===== config.mk =====
export PLATFORM = sky130hd
export DESIGN_NAME = quick_add_judge
export DESIGN_NICKNAME = d
export VERILOG_FILES = /design/src/rtl/quick_add_judge.sv
export SDC_FILE = /design/constraint.sdc
export NUM_CORES = 1
export LEC_CHECK = 0
export BUFFER_PORTS_ARGS = -buffer_cell sky130_fd_sc_hd__clkbuf_2
export CAP_MARGIN = 20
export CORE_ASPECT_RATIO = 1.5
export CORE_MARGIN = 5
export CORE_UTILIZATION = 25
export CTS_CLUSTER_SIZE = 30
export DETAILED_ROUTE_END_ITERATION = 10
export GPL_TIMING_DRIVEN = 0
export PLACE_DENSITY_LB_ADDON = 0.08
export SLEW_MARGIN = 20
export SYNTH_ARGS = -nofsm -noshare
export SYNTH_HDL_FRONTEND = slang
export SYNTH_SLANG_ARGS = --single-unit

===== constraint.sdc =====
create_clock -name clk -period 4.6 [get_ports clk]
set_input_delay 0 -clock clk [delete_from_list [all_inputs] [get_ports clk]]
set_output_delay 0 -clock clk [all_outputs]
set_load 0.05 [all_outputs]

===== src/rtl/quick_add_judge.sv =====
// Quick Add round controller: times each answer window, judges the answer against the adder sum and keeps score.
// Optional build macro STREAK_BONUS_EN: a correct answer after two or more consecutive correct answers scores +2.
module quick_add_judge #(
    parameter int unsigned TIMEOUT_CYCLES = 250_000_000,
    parameter int unsigned RESULT_HOLD    = 50_000_000,
    parameter int unsigned MAX_ROUNDS     = 10,
    parameter int unsigned SCORE_W        = 8
) (
    input  logic               clk,
    input  logic               rst,
    input  logic               start,
    input  logic               submit,
    input  logic [7:0]         answer,
    input  logic [7:0]         sum,
    output logic               new_round,
    output logic               round_active,
    output logic               correct,
    output logic               wrong,
    output logic               timeout,
    output logic [SCORE_W-1:0] score,
    output logic [3:0]         round_num,
    output logic               done
);

    // One timer serves both the answer window and the result hold.
    localparam int unsigned TMAX = (TIMEOUT_CYCLES > RESULT_HOLD) ? TIMEOUT_CYCLES : RESULT_HOLD;
    localparam int unsigned TW   = (TMAX > 2) ? $clog2(TMAX) : 1;
    localparam logic [TW-1:0] WAIT_LAST  = TW'(TIMEOUT_CYCLES - 1);
    localparam logic [TW-1:0] HOLD_LAST  = TW'(RESULT_HOLD - 1);
    localparam logic [3:0]    LAST_ROUND = 4'(MAX_ROUNDS);

    typedef enum logic [2:0] {IDLE, LOAD, WAIT, JUDGE, RESULT, DONE} state_t;

    state_t        state_r;
    logic [TW-1:0] timer_r;
    logic [7:0]    ans_q;
    logic [1:0]    score_inc_s;
    logic [3:0]    round_next_s;

    function automatic logic [SCORE_W-1:0] sat_add(input logic [SCORE_W-1:0] base,
                                                   input logic [1:0]         inc);
        logic [SCORE_W:0] total;
        total = {1'b0, base} + (SCORE_W+1)'(inc);
        if (total[SCORE_W]) begin
            sat_add = {SCORE_W{1'b1}};
        end else begin
            sat_add = total[SCORE_W-1:0];
        end
    endfunction

`ifdef STREAK_BONUS_EN
    logic [3:0] streak_r;
    logic       start_evt_s;
    logic       hit_evt_s;
    logic       miss_evt_s;

    // Streak events and the resulting score increment.
    always_comb begin
        start_evt_s = ((state_r == IDLE) || (state_r == DONE)) && start;
        hit_evt_s   = (state_r == JUDGE) && (ans_q == sum);
        miss_evt_s  = ((state_r == JUDGE) && (ans_q != sum)) ||
                      ((state_r == WAIT) && !submit && (timer_r == WAIT_LAST));
        if (streak_r >= 4'd2) begin
            score_inc_s = 2'd2;
        end else begin
            score_inc_s = 2'd1;
        end
    end

    // Consecutive-correct counter, saturating at 15.
    always_ff @(posedge clk) begin
        if (rst) begin
            streak_r <= 4'd0;
        end else if (start_evt_s || miss_evt_s) begin
            streak_r <= 4'd0;
        end else if (hit_evt_s && (streak_r != 4'd15)) begin
            streak_r <= streak_r + 4'd1;
        end else begin
            streak_r <= streak_r;
        end
    end
`else
    // Flat scoring: every correct answer is worth one point.
    always_comb begin
        score_inc_s = 2'd1;
    end
`endif

    // Round counter value after the current round completes.
    always_comb begin
        round_next_s = round_num + 4'd1;
    end

    // Game FSM with registered outputs.
    always_ff @(posedge clk) begin
        if (rst) begin
            state_r      <= IDLE;
            timer_r      <= {TW{1'b0}};
            ans_q        <= 8'd0;
            new_round    <= 1'b0;
            round_active <= 1'b0;
            correct      <= 1'b0;
            wrong        <= 1'b0;
            timeout      <= 1'b0;
            score        <= {SCORE_W{1'b0}};
            round_num    <= 4'd0;
            done         <= 1'b0;
        end else begin
            new_round <= 1'b0;
            case (state_r)
                IDLE, DONE: begin
                    if (start) begin
                        state_r   <= LOAD;
                        timer_r   <= {TW{1'b0}};
                        score     <= {SCORE_W{1'b0}};
                        round_num <= 4'd0;
                        done      <= 1'b0;
                        new_round <= 1'b1;
                    end
                end
                LOAD: begin
                    state_r      <= WAIT;
                    timer_r      <= {TW{1'b0}};
                    round_active <= 1'b1;
                end
                WAIT: begin
                    // A submit on the expiry cycle still gets judged.
                    if (submit) begin
                        state_r      <= JUDGE;
                        ans_q        <= answer;
                        round_active <= 1'b0;
                    end else if (timer_r == WAIT_LAST) begin
                        state_r      <= RESULT;
                        timer_r      <= {TW{1'b0}};
                        round_active <= 1'b0;
                        timeout      <= 1'b1;
                    end else begin
                        timer_r <= timer_r + TW'(1);
                    end
                end
                JUDGE: begin
                    state_r <= RESULT;
                    timer_r <= {TW{1'b0}};
                    if (ans_q == sum) begin
                        correct <= 1'b1;
                        score   <= sat_add(score, score_inc_s);
                    end else begin
                        wrong <= 1'b1;
                    end
                end
                RESULT: begin
                    if (timer_r == HOLD_LAST) begin
                        correct   <= 1'b0;
                        wrong     <= 1'b0;
                        timeout   <= 1'b0;
                        round_num <= round_next_s;
                        timer_r   <= {TW{1'b0}};
                        if (round_next_s == LAST_ROUND) begin
                            state_r <= DONE;
                            done    <= 1'b1;
                        end else begin
                            state_r   <= LOAD;
                            new_round <= 1'b1;
                        end
                    end else begin
                        timer_r <= timer_r + TW'(1);
                    end
                end
                default: begin
                    state_r      <= IDLE;
                    timer_r      <= {TW{1'b0}};
                    round_active <= 1'b0;
                    correct      <= 1'b0;
                    wrong        <= 1'b0;
                    timeout      <= 1'b0;
                    done         <= 1'b0;
                end
            endcase
        end
    end

endmodule


# Word-level counts from Yosys, hierarchy flattened
# Cells that the tools add are included.
# Widths: inputs -> output; s select.
# classes
n_eq_ne	17
n_bitwise	4
reduce_logical	18
addsub	3
muxes	37
# ops
operator	n
$mux 28	4
$pmux 28 s3	1
$add 28x1->28 const B	1
$eq 28x26->1 const B	1
$eq 28x28->1 const B	1
$mux 8	3
$pmux 8 s2	1
$mux 3	5
$pmux 1 s3	5
$pmux 3 s5	1
$reduce_and 3->1	5
$ne 2x2->1 const B	7
$mux 1	13
$reduce_or 4->1	3
$add 8x1->9 const B	1
$eq 8x8->1	1
$mux 4	2
$pmux 4 s2	1
$reduce_and 4->1	2
$eq 3x2->1 const B	2
$eq 3x3->1 const B	2
$reduce_and 2->1	3
$add 4x1->4 const B	1
$eq 4x4->1 const B	1
8 further kinds	12
# word_totals
inputBits	20
register_bits	57

# Depth between registers and ports, before layout
# Gate-level depths: netlist (run 1).
# logic_depth
word_depth	5
mapped_depth	8
depth_no_buf	6

# Least setup slack after synthesis (run 1)
# OpenSTA, ideal clock, no wires.
# synth_path
path_kind	register to register
startpoint	register timer_r[14]
endpoint	register timer_r[22]
path_stages_with_launch	7
required_ns	4.475
t_arrival_ns	1.919
setup_slack_ns	2.556
synth_period_minus_slack_ns	2.044
cell_sequence	dfxtp_1 or4b_4 nor4_4 a21oi_2 o31ai_4 buf_6 a21oi_1
# synth_via
elab_chain_len	4
elab_cells_between_ends	7
# synth_lines
element	line_no	text
from (decl)	35	logic [TW-1:0] timer_r;
from (signal assigned)	98	timer_r <= {TW{1'b0}};
from (signal assigned)	114	timer_r <= {TW{1'b0}};
from (signal assigned)	123	timer_r <= {TW{1'b0}};
$add 28x1->28 or $eq 28x28->1 (tied branches)	138, 166, 132	
$mux 28	132	end else if (timer_r == WAIT_LAST) begin
$mux 28	128	if (submit) begin
$pmux 28 s3 *	110	case (state_r)
# Mark *: on every way between the ends. The rest lies on a longest branch, timed or not. The select of a mux whose other input is x is not followed.
# A chain may end at the register's enable or synchronous reset.

# Worst setup path in the final report (run 1)
# layout_path
startpoint	register timer_r[14]
endpoint	register timer_r[27]
# The elaborated chain is that of the path after synthesis.

==> results.sh, run 1 <==
export IMPL_initial_core_util_pct=25.3
export IMPL_end_kind="flop"
export IMPL_crit_chain="or4b_4 -> nor4_4 -> a21oi_2 -> o31ai_4 -> buf_6 -> a21oi_1"
export IMPL_finalSetupTns_ps=0
export IMPL_wl_per_cell_um=15.7
export IMPL_root_buffer="clkbuf_16"
export IMPL_vias=2995
export IMPL_dp_hpwl_mm=7.12
export IMPL_dieArea_um2=15000
export IMPL_fin_crit_sh_pct=54.2
export IMPL_cts_path_max_buffers=2
export IMPL_slowest_delay_ps=590
export IMPL_fin_worst_skew_ps=8.43
export IMPL_async_reset_ff_share_pct=0
export IMPL_firstDrtPassIters=4
export IMPL_grt_pass1_vias=2978
export IMPL_grt_overflow=0
export IMPL_power_leakage_uw=0.00133
export IMPL_antennaDiodeCount=0
export IMPL_crit_fanout=10
export IMPL_relSlewSlack_pct=52.4
export IMPL_combPwrFrac_pct=21.3
export IMPL_ys_flop_type="dfxtp_1"
export IMPL_outcome="complete, no violations"
export IMPL_synth_area_top_cells="dfxtp_1 (36%), a21oi_1 (5.1%), nor2_1 (5.0%)"
export IMPL_dp_slack_ps=2040
export IMPL_postLayoutSetupSlackWorst_ps=2110
export IMPL_syn_nets=401
export IMPL_syn_avg_cell_area_um2=8.36
export IMPL_min_period_ps=2490
export IMPL_synth_seq_area_share_pct=36.2
export IMPL_p_int_uw=1060
export IMPL_fin_nets=456
export IMPL_drtIter0Drc=110
export IMPL_finalWeightedCongestion=0.809
export IMPL_numCtsBuffers=9
export IMPL_drc=0
export IMPL_htree_levels=3
export IMPL_cellPowerDensity_nw_per_um2=388
export IMPL_cts_resized=0
export IMPL_hold_viol_final=0
export IMPL_clock_sinks=57
export IMPL_crit_path_start_kind="flop"
export IMPL_p_switching_uw=453
export IMPL_grt_max_degree=11
export IMPL_synth_cell_types=58
export IMPL_layout_drive_gt1_share_pct=16.7
export IMPL_fp_dieH_um=148
export IMPL_avgViaCountPerCell=5.05
export IMPL_drv_cap=0
export IMPL_clkLatencyLatePin_ps=330
export IMPL_wl_mm=9.33
export IMPL_r2r_slack_ps=2110
export IMPL_dp_cells=569
export IMPL_grt_pass1_wl_mm=15.4
export IMPL_rows=50
export IMPL_die_x_um=102
export IMPL_cts_hold_buf=8
export IMPL_fmax_ghz=0.401
export IMPL_port_buffers=36
export IMPL_cp_slowest_cell="o31ai_4"
export IMPL_setup_viol=0
export IMPL_synth_top_area_share_pct=36.2
export IMPL_seqPwrFrac_pct=35.2
export IMPL_switching_share_pct=29.9
export IMPL_hold_path_class="in2reg"
export IMPL_netlist_area_um2=3150
export IMPL_hold_ws_ps=121
export IMPL_rsz0062_at_grt="no"
export IMPL_grt_antenna_before_repair=0
export IMPL_core_um2=12400
export IMPL_ir_drop_uv=130
export IMPL_ys_warn_count=0
export IMPL_globalRouteTotalUtil_pct=13.1
export IMPL_slew_viol_final=0
export IMPL_cts_setup_buffers=0
export IMPL_synth_cells=377
export IMPL_pin_count=38
export IMPL_critical_path_arrival_ps=2690
export IMPL_clkSlewWorstSetupHoldPaths_ps=50
export IMPL_ys_ff_latch=57
export IMPL_postRouteAntennaNets=0
export IMPL_synth_area_leader_cell="dfxtp_1"
export IMPL_worstPathRequired_ps=4800
export IMPL_syn_to_final_growth_pct=23.7
export IMPL_cts_tree="yes"
export IMPL_worst_pin_slew_ps=704
export IMPL_clkPwrFrac_pct=43.5
export IMPL_final_cells=593
export IMPL_synth_edf_count=0
export IMPL_crit_type="reg2reg"
## power groups by stage
stage	clock [uW]	sequential, uW	combinational (uW)
2_1_floorplan	0	566	207
3_3_place_gp	0	543	324
3_5_place_dp	0	543	322
4_1_cts	678	533	329
5_1_grt	701	536	356
6_report	658	533	322
## cell usage after synthesis, types with 8 or more instances
cell       n
nand4_1   10
inv_1     10
nor2_1    42
a21oi_1   32
nand3_1   17
or3_1      9
dfxtp_1   57
o21ai_0   14
o31ai_1    8
nand2_1   24
xnor2_1   18
clkbuf_1   8
mux2i_1    9
## cell type report
class                           count  area, um2
Fill cell                        1343       8550
Multi-Input combinational cell    293       1870
Sequential cell                    57       1140
Timing Repair Buffer               44        260
Clock buffer                       13        250
Tap cell                          156        195
Buffer                             17        104
Clock inverter                      3       40.0
Inverter                           10       37.5
## placed cells by master, fill, tap and decap left out, types with 7 or more instances in the layout
| cell | count |
|---|---|
| nand4_1 | 10 |
| nand3_1 | 17 |
| o21ai_0 | 14 |
| clkbuf_16 | 9 |
| o31ai_1 | 8 |
| a21oi_1 | 32 |
| nor3_1 | 7 |
| clkbuf_2 | 37 |
| xnor2_1 | 18 |
| inv_1 | 10 |
| clkbuf_1 | 11 |
| dlygate4sd3_1 | 8 |
| o21a_1 | 7 |
| nand2_1 | 24 |
| mux2i_1 | 9 |
| nor2_1 | 42 |
| or3_1 | 9 |
| nand3b_1 | 7 |
| dfxtp_1 | 57 |
## worst max-delay path, delay by kind of cell (launching register included)
| kind | cells | cell delay, ps |
|---|---|---|
| buffers and inverters | 1 | 240 |
| flip-flops | 1 | 340 |
| AO/OA/AOI/OAI | 3 | 830 |
| AND/OR/NAND/NOR | 2 | 940 |
## final timing paths
path / start / to / depth (start not counted)
hold reg to reg: correct / correct / 1
setup reg to reg: timer_r[14] / timer_r[27] / 6
setup / recovery: timer_r[14] / timer_r[27] / 6
hold / removal: submit / state_r[1] / 3
## state kept, by name, indices dropped and copies added, names as in the netlist
signal and cells:
timer_r 28, ans_q 8, score 8, round_num 4
state_r 3, correct 1, done 1, new_round 1
round_active 1, timeout 1, wrong 1
## kinds of logic after synthesis
group / count (synthesis) / share of synthesized area [%]
xor+xnor: 19 / 5.28
mux: 11 / 3.57
fa+ha+maj: 4 / 1.59
flops: 57 / 36.2
simple gates: 169 / 30.1
buf+inv: 27 / 4.48
compound gates: 90 / 18.8
## stage by stage
stage                     power (uW)  area (um2)  utilization (%)
after global routing            1590        3900             31.3
final                           1510        3900             31.3
after floorplan                  773        3150                -
after detailed placement         865        3530             28.3
after CTS                       1540        3900             31.3
after global placement           867        3530             28.3
## metal layers
layer / GRT usage, % / vias up / wire length, um
li1: - / 1497 / -
met2: 24.0 / 39 / 5140
met4: 5.72 / 0 / 182
met1: 14.3 / 1444 / 3750
met3: 2.64 / 15 / 252
met5: 0 / - / 0
Power figures use the tool's default switching activity.
==> inputs of run 2 (changes only) <==
--- a/config.mk
+++ b/config.mk
@@ -5,6 +5,7 @@
 export SDC_FILE = /design/constraint.sdc
 export NUM_CORES = 1
 export LEC_CHECK = 0
+export ABC_AREA = 1
 export BUFFER_PORTS_ARGS = -buffer_cell sky130_fd_sc_hd__clkbuf_2
 export CAP_MARGIN = 20
 export CORE_ASPECT_RATIO = 1.5
==> constraint.sdc (replaced) <==
create_clock -name clk -period 2.46 [get_ports clk]
set_input_delay 0 -clock clk [delete_from_list [all_inputs] [get_ports clk]]
set_output_delay 0 -clock clk [all_outputs]
set_load 0.05 [all_outputs]
==> run 2 against run 1 <==
Effect of this change: via count increased by 18%; critical path type unchanged; global-route usage increased by 0.30 points; register-to-register slack got worse by 1800 ps; power increased by 140%; first-iteration DRC count decreased by 10%; combinational power increased to 3.9 times the previous value; final cell count increased by 28%; count of clock-buffer cells in the layout increased by 1; largest power group is now combinational cells; non-clock buffer count decreased by 5; utilization decreased by 0.18 points; hold slack improved by 73 ps; critical endpoint is now timer_r[4].
==> results.sh, run 2 <==
export IMPL_ys_flop_type="dfxtp_1"
export IMPL_cts_path_max_buffers=2
export IMPL_critical_path_arrival_ps=2310
export IMPL_combPwrFrac_pct=35.0
export IMPL_largestRegisters="timer_r: 28 flops, ans_q: 8 flops, score: 8 flops"
export IMPL_crit_path_start_kind="flop"
export IMPL_finalWeightedCongestion=0.850
export IMPL_globalRouteTotalUtil_pct=13.4
export IMPL_clkLatencyLatePin_ps=320
export IMPL_hold_viol_final=0
export IMPL_async_reset_ff_share_pct=0
export IMPL_root_buffer="clkbuf_16"
export IMPL_syn_avg_cell_area_um2=6.33
export IMPL_drv_cap=0
export IMPL_grt_overflow=0
export IMPL_grt_pass1_wl_mm=17.3
export IMPL_p_switching_uw=1430
export IMPL_end_kind="flop"
export IMPL_worst_pin_slew_ps=515
export IMPL_grt_max_degree=11
export IMPL_setup_viol=0
export IMPL_ir_drop_uv=239
export IMPL_finalSetupTns_ps=0
export IMPL_die_x_um=105
export IMPL_crit_type="reg2reg"
export IMPL_hp_start="start"
export IMPL_post_route_util_pct=31.1
export IMPL_regMostFlops="timer_r"
export IMPL_fp_dieH_um=153
export IMPL_grt_antenna_before_repair=0
export IMPL_power_leakage_uw=0.00175
export IMPL_layout_common_cells="nand2_1 (111), inv_1 (86), nor2_1 (86), dfxtp_1 (57), nand3_1 (56)"
export IMPL_port_buffers=37
export IMPL_worstPathRequired_ps=2670
export IMPL_synth_cells=537
export IMPL_worstSetupStartpoint="timer_r[0]"
export IMPL_cellPowerDensity_nw_per_um2=865
export IMPL_ys_ff_latch=57
export IMPL_power_total_uw=3610
export IMPL_switching_share_pct=39.6
export IMPL_core_um2=13400
export IMPL_cts_tree="yes"
export IMPL_drtIter0Drc=99
export IMPL_synth_area_leader_cell="dfxtp_1"
export IMPL_layout_drive_gt1_share_pct=14.2
export IMPL_cts_hold_buf=9
export IMPL_fin_worst_skew_ps=6.61
export IMPL_slew_viol_final=0
export IMPL_synth_edf_count=0
export IMPL_relSlewSlack_pct=65.6
export IMPL_largest_reg_flops=28
export IMPL_grt_pass1_vias=3518
export IMPL_final_common_cell="nand2_1"
export IMPL_fmax_ghz=0.475
export IMPL_synth_cell_types=32
export IMPL_clkSlewWorstSetupHoldPaths_ps=50
export IMPL_wl_per_cell_um=13.9
export IMPL_netlist_area_um2=3400
export IMPL_synth_top_cells_by_count="nand2_1 (111), inv_1 (86), nor2_1 (86), dfxtp_1 (57), nand3_1 (56)"
export IMPL_synth_top_area_share_pct=33.6
export IMPL_fill_cells=1490
export IMPL_synth_most_common_cell="nand2_1"
export IMPL_firstDrtPassIters=6
export IMPL_fin_nets=618
export IMPL_seqPwrFrac_pct=31.4
export IMPL_antennaDiodeCount=0
export IMPL_crit_fanout=10
export IMPL_final_area_um2=4170
export IMPL_avgViaCountPerCell=4.65
export IMPL_place_area_um2=3790
export IMPL_synth_area_top_cells="dfxtp_1 (34%), nand2_1 (12%), inv_1 (9.5%)"
export IMPL_syn_nets=561
export IMPL_rsz0062_at_grt="no"
export IMPL_dieArea_um2=16100
export IMPL_pin_count=38
export IMPL_numCtsBuffers=9
export IMPL_postRouteAntennaNets=0
export IMPL_clock_sinks=57
export IMPL_cts_setup_buffers=0
export IMPL_rows=52
export IMPL_fin_crit_sh_pct=85.6
export IMPL_p_int_uw=2180
export IMPL_htree_levels=3
export IMPL_clkPwrFrac_pct=33.6
export IMPL_dp_hpwl_mm=8.33
export IMPL_hold_path_class="in2reg"
export IMPL_dp_cells=736
export IMPL_synth_seq_area_share_pct=33.6
export IMPL_outcome="complete, no violations"
export IMPL_syn_to_final_growth_pct=22.7
export IMPL_initial_core_util_pct=25.4
export IMPL_vias=3537
export IMPL_ys_warn_count=0
export IMPL_min_period_ps=2110
export IMPL_final_cells=761
export IMPL_worstReg2RegStart="timer_r[0]"
export IMPL_drc=0
export IMPL_wl_mm=10.6
export IMPL_cts_resized=0
-- run 2: final cells by class --
cell class                      instances  area, um2  area share [%]
Multi-Input combinational cell        381       1860            44.6
Clock buffer                           14        284            6.81
Tap cell                              162        203            4.86
Timing Repair Buffer                   46        275            6.60
Buffer                                 10       61.3            1.47
Clock inverter                          2       10.0           0.240
Inverter                               89        337            8.07
Sequential cell                        57       1140            27.3
-- run 2: worst paths after layout --
path | end | slack [ps] | cells past startpoint
hold / removal | done | 190 | 6
hold reg to reg | done | 450 | 2
setup / recovery | timer_r[4] | 350 | 11
setup reg to reg | timer_r[4] | 350 | 11
-- run 2: stage by stage --
stage | hold WS, ps | setup slack [ps]
after floorplan | 69.4 | 668
after global placement | 249 | 273
after detailed placement | 245 | 282
after CTS | 176 | 279
after global routing | 240 | 106
final | 195 | 355
-- run 2: power by group through the flow --
stage	sequential, uW	combinational [uW]	clock, uW
finish	1130	1260	1210
global route	1150	1400	1300
CTS	1130	1280	1260
detailed placement	1150	1270	0
global placement	1150	1270	0
floorplan	1320	744	0
-- run 2: cell families (layout without fill, tap and decap cells) --
group / Yosys count / count (layout) / synth area share, %
and+or+nand+nor: 307 / 307 / 41.6
buffers and inverters: 99 / 161 / 11.7
AOI/OAI and AO/OA: 64 / 64 / 10.2
DFF: 57 / 57 / 33.6
xor gates and xnor gates: 6 / 6 / 1.55
adders and majority gates: 4 / 4 / 1.47
-- run 2: worst max-delay path, stage by stage (launching register included) --
cell and delay, ps:
dfxtp_1 370, ha_1 180, nand3_1 170, inv_1 160
nand2_1 100, nor2_1 110, nand2_1 160, nand2_4 190
nand3_4 170, nand2_2 130, buf_6 190, nor3_2 50
-- run 2: metal layers --
layer	vias to the layer above	global-route usage (%)	share of wire, %
met1	1618	13.4	39
met2	54	26.0	56
met4	0	5.73	2.4
met3	22	2.78	2.7
met5	-	0	0
li1	1843	-	-
